File: config.mk
export PLATFORM = sky130hd
export DESIGN_NAME = nbit_arb_mux_flat
export DESIGN_NICKNAME = d
export VERILOG_FILES = /design/src/rtl/nbit_arb_mux_if.sv /design/src/rtl/nbit_arb_mux.sv /design/src/flat_wrapper.sv
export SDC_FILE = /design/constraint.sdc
export NUM_CORES = 1
export LEC_CHECK = 0
export ABC_AREA = 1
export ABC_CLOCK_PERIOD_IN_PS = 2680
export BUFFER_PORTS_ARGS = -buffer_cell sky130_fd_sc_hd__buf_4
export CAP_MARGIN = 20
export CORE_AREA = 2 2 66 68
export DETAILED_ROUTE_END_ITERATION = 8
export DIE_AREA = 0 0 68 70
export PLACE_DENSITY_LB_ADDON = 0.1
export SYNTH_ARGS = -nofsm -noshare
export SYNTH_HDL_FRONTEND = slang
export SYNTH_SLANG_ARGS = --single-unit
File: constraint.sdc
create_clock -name clk -period 2.68 [get_ports clk]
set_clock_uncertainty 0.15 [all_clocks]
set_input_delay 0.268 -clock clk [delete_from_list [all_inputs] [get_ports clk]]
set_output_delay 0.268 -clock clk [all_outputs]
set_load 0.01 [all_outputs]
File: src/rtl/nbit_arb_mux_if.sv
// Channel-side and output-side bus of nbit_arb_mux.
// slave: seen by the arbiter; master: seen by the upstream/downstream driver.
interface nbit_arb_mux_if #(
  parameter int n  = 8,
  parameter int CH = 4
);
  // Width of sel/out_ch: max(1, clog2(CH)).
  localparam int SW = (CH > 1) ? $clog2(CH) : 1;

  logic [CH*n-1:0] in_data;
  logic [CH-1:0]   in_valid;
  logic [CH-1:0]   in_ready;
  logic [SW-1:0]   sel;
  logic [n-1:0]    out_data;
  logic            out_valid;
  logic            out_ready;
  logic [SW-1:0]   out_ch;

  modport slave (
    input  in_data, in_valid, sel, out_ready,
    output in_ready, out_data, out_valid, out_ch
  );

  modport master (
    output in_data, in_valid, sel, out_ready,
    input  in_ready, out_data, out_valid, out_ch
  );
endinterface

File: src/rtl/nbit_arb_mux.sv
// N-channel arbitrating mux with a single registered output stage.
// MODE 0: channel picked by sel. MODE 1: round-robin starting at rr_ptr.
module nbit_arb_mux #(
  parameter int n    = 8,
  parameter int CH   = 4,
  parameter int MODE = 0
) (
  input  logic           clk,
  input  logic           rst_n,
  nbit_arb_mux_if.slave  bus
);
  localparam int SW = (CH > 1) ? $clog2(CH) : 1;

  logic          can_load;
  logic          grant_vld;
  logic [SW-1:0] grant_idx;
  logic [n-1:0]  grant_word;

  logic          out_valid_q, out_valid_d;
  logic [n-1:0]  out_data_q,  out_data_d;
  logic [SW-1:0] out_ch_q,    out_ch_d;
  logic [SW-1:0] rr_ptr_q,    rr_ptr_d;

  // Arbitration: pick the granted channel, gated by can_load and reset.
  always_comb begin
    int unsigned pos;
    grant_vld = 1'b0;
    grant_idx = '0;
    pos       = 0;
    can_load  = !out_valid_q || bus.out_ready;
    if (MODE == 0) begin
      for (int unsigned k = 0; k < CH; k++) begin
        if (bus.sel == SW'(k) && bus.in_valid[k]) begin
          grant_vld = 1'b1;
          grant_idx = SW'(k);
        end
      end
    end else begin
      // Walk from the farthest offset back to rr_ptr so the nearest
      // requester in search order is the last (winning) assignment.
      for (int unsigned off = CH; off > 0; off--) begin
        pos = int'(rr_ptr_q) + off - 1;
        if (pos >= CH) pos = pos - CH;
        if (bus.in_valid[pos]) begin
          grant_vld = 1'b1;
          grant_idx = SW'(pos);
        end
      end
    end
    if (!can_load || !rst_n) begin
      grant_vld = 1'b0;
      grant_idx = '0;
    end
  end

  // One-hot ready toward the granted channel.
  always_comb begin
    bus.in_ready = '0;
    if (grant_vld) bus.in_ready[grant_idx] = 1'b1;
  end

  // Word mux for the granted channel.
  always_comb begin
    grant_word = '0;
    for (int unsigned k = 0; k < CH; k++) begin
      if (grant_idx == SW'(k)) grant_word = bus.in_data[k*n +: n];
    end
  end

  // Next state of the output stage and the round-robin pointer.
  always_comb begin
    out_valid_d = out_valid_q;
    out_data_d  = out_data_q;
    out_ch_d    = out_ch_q;
    rr_ptr_d    = rr_ptr_q;
    if (grant_vld) begin
      out_valid_d = 1'b1;
      out_data_d  = grant_word;
      out_ch_d    = grant_idx;
      if (MODE != 0) begin
        rr_ptr_d = (grant_idx == SW'(CH - 1)) ? '0 : grant_idx + 1'b1;
      end
    end else if (bus.out_ready) begin
      out_valid_d = 1'b0;
    end
  end

  // State registers, cleared asynchronously.
  always_ff @(posedge clk or negedge rst_n) begin
    if (!rst_n) begin
      out_valid_q <= 1'b0;
      out_data_q  <= '0;
      out_ch_q    <= '0;
      rr_ptr_q    <= '0;
    end else begin
      out_valid_q <= out_valid_d;
      out_data_q  <= out_data_d;
      out_ch_q    <= out_ch_d;
      rr_ptr_q    <= rr_ptr_d;
    end
  end

  assign bus.out_valid = out_valid_q;
  assign bus.out_data  = out_data_q;
  assign bus.out_ch    = out_ch_q;
endmodule

File: src/flat_wrapper.sv
// flat-port wrapper written by rule: the top's interface ports become plain ports
module nbit_arb_mux_flat 
#(
  parameter int n    = 8,
  parameter int CH   = 4,
  parameter int MODE = 0
)
  (clk, rst_n, bus_in_data, bus_in_valid, bus_sel, bus_out_ready, bus_in_ready, bus_out_data, bus_out_valid, bus_out_ch);
  nbit_arb_mux_if #(.n(n), .CH(CH)) bus_i ();
  input  logic clk;
  input  logic rst_n;
  input wire logic [$bits(bus_i.in_data)-1:0] bus_in_data;
  input wire logic [$bits(bus_i.in_valid)-1:0] bus_in_valid;
  input wire logic [$bits(bus_i.sel)-1:0] bus_sel;
  input wire logic [$bits(bus_i.out_ready)-1:0] bus_out_ready;
  output wire logic [$bits(bus_i.in_ready)-1:0] bus_in_ready;
  output wire logic [$bits(bus_i.out_data)-1:0] bus_out_data;
  output wire logic [$bits(bus_i.out_valid)-1:0] bus_out_valid;
  output wire logic [$bits(bus_i.out_ch)-1:0] bus_out_ch;
  assign bus_i.in_data = bus_in_data;
  assign bus_i.in_valid = bus_in_valid;
  assign bus_i.sel = bus_sel;
  assign bus_i.out_ready = bus_out_ready;
  assign bus_in_ready = bus_i.in_ready;
  assign bus_out_data = bus_i.out_data;
  assign bus_out_valid = bus_i.out_valid;
  assign bus_out_ch = bus_i.out_ch;
  nbit_arb_mux #(.n(n), .CH(CH), .MODE(MODE)) u_core (.clk(clk), .rst_n(rst_n), .bus(bus_i));
endmodule
==> out/summary.log <==
[power] design internal power 0.0004563 W
[power] switching power as a share of total power 32.36%
[setup_path] Worst path slowest cell sky130_fd_sc_hd__dlygate4sd3_1
[floorplanning] Core Region 4144 sq um
[yosys] total number of yosys warnings 0
[global_route] largest net degree at the start of global routing 16
[yosys] gate count of the mapped netlist 126
[clock_tree] root buffer cell sky130_fd_sc_hd__clkbuf_8
[yosys] commonest register cell after synthesis sky130_fd_sc_hd__dfrtp_1
[power] share of power burned in the clock network 23.4%
[timing] Highest Clock Rate 0.4193 GHz
[floorplanning] y dimension of the die 70 microns
[timing] Final Cycle Share 88.99%
[route] Final ANT Viol Nets 0
[final_layout] signed area change from the synthesized netlist to the final layout 47.21%
[clock_tree] clk buf depth 2
[floorplanning] Top-Level Pins 56
[yosys] fraction of registers with async set or reset after synthesis 100.0%
[placement] final weighted congestion in routability-driven placement 0.7000
[timing] max-slew violation total from the final report 0
[power] power share of the combinational group 42.0%
[final_layout] Post-Route Utilization 35.02%
[yosys] number of enable flip-flop cells after synthesis 0
[final_layout] antenna diode count 0
[power] Leakage Power 0.7326 nW
[yosys] largest area contributor in the synthesized netlist sky130_fd_sc_hd__dfrtp_1
[setup_path] CP dominant cell by count sky130_fd_sc_hd__buf_4
[setup_path] Worst Setup Start Kind primary input
[worst_hold_path] class of the tightest hold or removal check primary input to flip-flop
[floorplanning] Std-Cell Rows 24
[route] count of routing violations after the opening detailed-route iteration 69
[power] Seq pwr share 34.7%
[worst_hold_path] hold-critical path depth 2
[clock_tree] number of instances resized during post-cts repair 0
[timing] post-layout minimum cycle time 2385 ps
[timing] Tightest Pin Transition 447.8 ps
[placement] port bufs 55
[floorplanning] Die Area 4760 sq um
[clock_tree] buffers inserted during post-CTS setup optimization 0
[floorplanning] starting density of the core 23.79%
[setup_path] CP Data Arrival Time 1970 ps
[setup_path] Critical Path Max Stage Delay 520 ps
[timing] post-route setup TNS 0 ps
[yosys] top cell types by occurrence after synthesis sky130_fd_sc_hd__nand2_1, sky130_fd_sc_hd__nor2_1, sky130_fd_sc_hd__nand3_2
[clock_tree] Clock Latency Late Sink 230 ps
[clock_tree] number of buffers added by the clock tree synthesis step 3
[yosys] synthesized flop and latch total 11
[yosys] mean cell area of the mapped netlist 7.825 sq um
[yosys] part of the Yosys area used for sequential elements 27.92%
[final_layout] number of nets in the final layout 223
[setup_path] Critical Setup Path Class primary input to output pin
[route] final WL 2715 microns
[setup_path] data required time at the worst endpoint 2260 ps
[final_layout] Layout fillers 466
[power] peak supply drop 144.7 uV
[yosys] area fraction of the dominant cell type after synthesis 27.92%
[run] number of violations of the max-capacitance limit 0
[power] Pwr Density 464.8 nW/um^2
[route] number of vias per cell after detailed routing 4.288
[yosys] post-synth design cell area 985.9 sq um
[setup_path] category of the worst setup path capture point output pin
[global_route] initial antenna violation count 0
[placement] HPWL after DPL 2311 microns
[clock_tree] clock-pin transition on the worst setup and hold timing paths 50 ps
[clock_tree] Clock Sink Count 11
[global_route] overall track demand over capacity in global routing 11.91%
[yosys] cell with the most instances after synthesis sky130_fd_sc_hd__nand2_1
[final_layout] fraction of layout instances using a drive strength above 1 50.83%
[setup_path] maximum fanout count along the critical path 12
[route] DRC 0
[timing] RSZ-0062 raised after global routing no
[setup_path] Crit path buffers/inverters 4
[route] average wire length per cell after detail routing 11.65 microns
[global_route] global-route wire length before repair 4416 microns
[setup_path] logic depth of the worst register-to-register path 8
[final_layout] design area 1451 sq um
[yosys] count of distinct cell types in the synthesized netlist 20
[clock_tree] depth of the CTS H-tree 1
[power] reported net switching power 0.0002183 W
[setup_path] list of cells traversed by the critical path dlygate4sd3_1 > buf_4 > inv_2 > nor2_4 > nand2_8 > nor2_8 > buf_4
[timing] slew margin rel. 70.07%
[yosys] Area contributors post-synth sky130_fd_sc_hd__dfrtp_1, sky130_fd_sc_hd__nand2_1, sky130_fd_sc_hd__nand3_2
[placement] cell area reported after detailed placement 1396 sq um
[route] First-pass DRT Iterations 4
[global_route] vias in the first global route 1018
[route] DR vias 999
[floorplanning] chip width 68 microns
[outcome] outcome finished clean
[timing] endpoints failing setup 0
[global_route] global route overflow 0
[setup_path] CP Depth 7
[timing] count of endpoints failing hold in the final timing report 0
[setup_path] cell class contributing the biggest share of worst-path delay buffers and inverters
[yosys] Syn Nets 167
[clock_tree] CTS tree done
==> path summary, 6_finish.rpt <==
kind / to / slack [ps] / startpoint
max: bus_in_ready[1] / 290 / rst_n
max reg2reg: u_core.bus.out_data[4]$_DFFE_PN0P_ / 960 / u_core.bus.out_valid$_DFFE_PN0P_
min in group asynchronous: u_core.bus.out_valid$_DFFE_PN0P_ / 260 / rst_n
min: u_core.bus.out_valid$_DFFE_PN0P_ / 100 / bus_out_ready
max in group asynchronous: u_core.bus.out_data[3]$_DFFE_PN0P_ / 1960 / rst_n
min reg2reg: u_core.bus.out_ch[1]$_DFFE_PN0P_ / 330 / u_core.bus.out_ch[1]$_DFFE_PN0P_
==> what timing repair did <==
action,in CTS,in global routing
endpoints found under the hold margin,11,0
setup endpoints to repair,0,0
hold buffers,1,0
==> cell usage in the layout, fill, tap and decap left out, types with 3 or more instances in the layout <==
cell,netlist,routed
sky130_fd_sc_hd__inv_1,4,4
sky130_fd_sc_hd__nor2_1,20,20
sky130_fd_sc_hd__nand3_2,13,13
sky130_fd_sc_hd__inv_2,3,3
sky130_fd_sc_hd__nand3_1,7,7
sky130_fd_sc_hd__clkbuf_8,0,3
sky130_fd_sc_hd__nor2_2,7,7
sky130_fd_sc_hd__nand2_1,36,36
sky130_fd_sc_hd__nand4_1,8,8
sky130_fd_sc_hd__buf_4,0,55
sky130_fd_sc_hd__dfrtp_1,11,11
==> cell type report <==
class / count / area (sq um) / area share [%]
Tap cell: 52 / 65.06 / 4.483
Timing Repair Buffer: 56 / 422.9 / 29.14
Inverter: 8 / 35.03 / 2.414
Sequential cell: 11 / 275.3 / 18.97
Clock buffer: 4 / 45.04 / 3.103
Multi-Input combinational cell: 102 / 608.1 / 41.90
==> power groups by stage <==
stage	clock network [W]	registers (W)	logic, W
6_report	0.000158	0.000234	0.000283
5_1_grt	0.000177	0.000239	0.000314
4_1_cts	0.000163	0.000235	0.000289
3_5_place_dp	0	0.000237	0.000287
3_3_place_gp	0	0.000235	0.000286
2_1_floorplan	0	0.000255	0.000134
==> routing by layer <==
metal | vias to the layer above | part of all wire (%) | GRT usage (%)
met3 | 0 | 7.2 | 1.610
met5 | - | 0 | 0
met1 | 449 | 45 | 16.25
li1 | 516 | - | -
met4 | 0 | 0 | 4.000
met2 | 34 | 48 | 18.99
==> state kept, by name, indices dropped and copies added, names as in the netlist <==
name / flops
u_core.bus.out_valid: 1
u_core.bus.out_ch: 2
u_core.bus.out_data: 8
==> through the flow <==
step | setup WS [ps] | hold WS [ps] | power [W] | std cells
detailed placement | 817.9 | -32.16 | 0.0005242 | 228
finish | 295.0 | 99.43 | 0.0006745 | 233
floorplan | 1030 | -177.6 | 0.0003886 | 126
global placement | 839.3 | -33.48 | 0.0005208 | 228
CTS | 267.3 | 103.4 | 0.0006868 | 233
global route | 157.8 | 110.2 | 0.0007298 | 233
==> worst register-to-register path, cell delays in order (launching register included) <==
cell and delay [ps]:
sky130_fd_sc_hd__dfrtp_1 390, sky130_fd_sc_hd__inv_2 70, sky130_fd_sc_hd__nor2_2 40, sky130_fd_sc_hd__nor2_4 350, sky130_fd_sc_hd__nand2_8 190, sky130_fd_sc_hd__nand2_8 170
sky130_fd_sc_hd__nand2_1 70, sky130_fd_sc_hd__nor2_1 140, sky130_fd_sc_hd__nor2_1 50
==> cell families after synthesis <==
group	after synthesis	share of synthesized area, %
compound gates	1	0.5071
buf+inv	13	10.41
flops	11	27.92
simple gates	101	61.17
(Power assumes the default switching activity.)
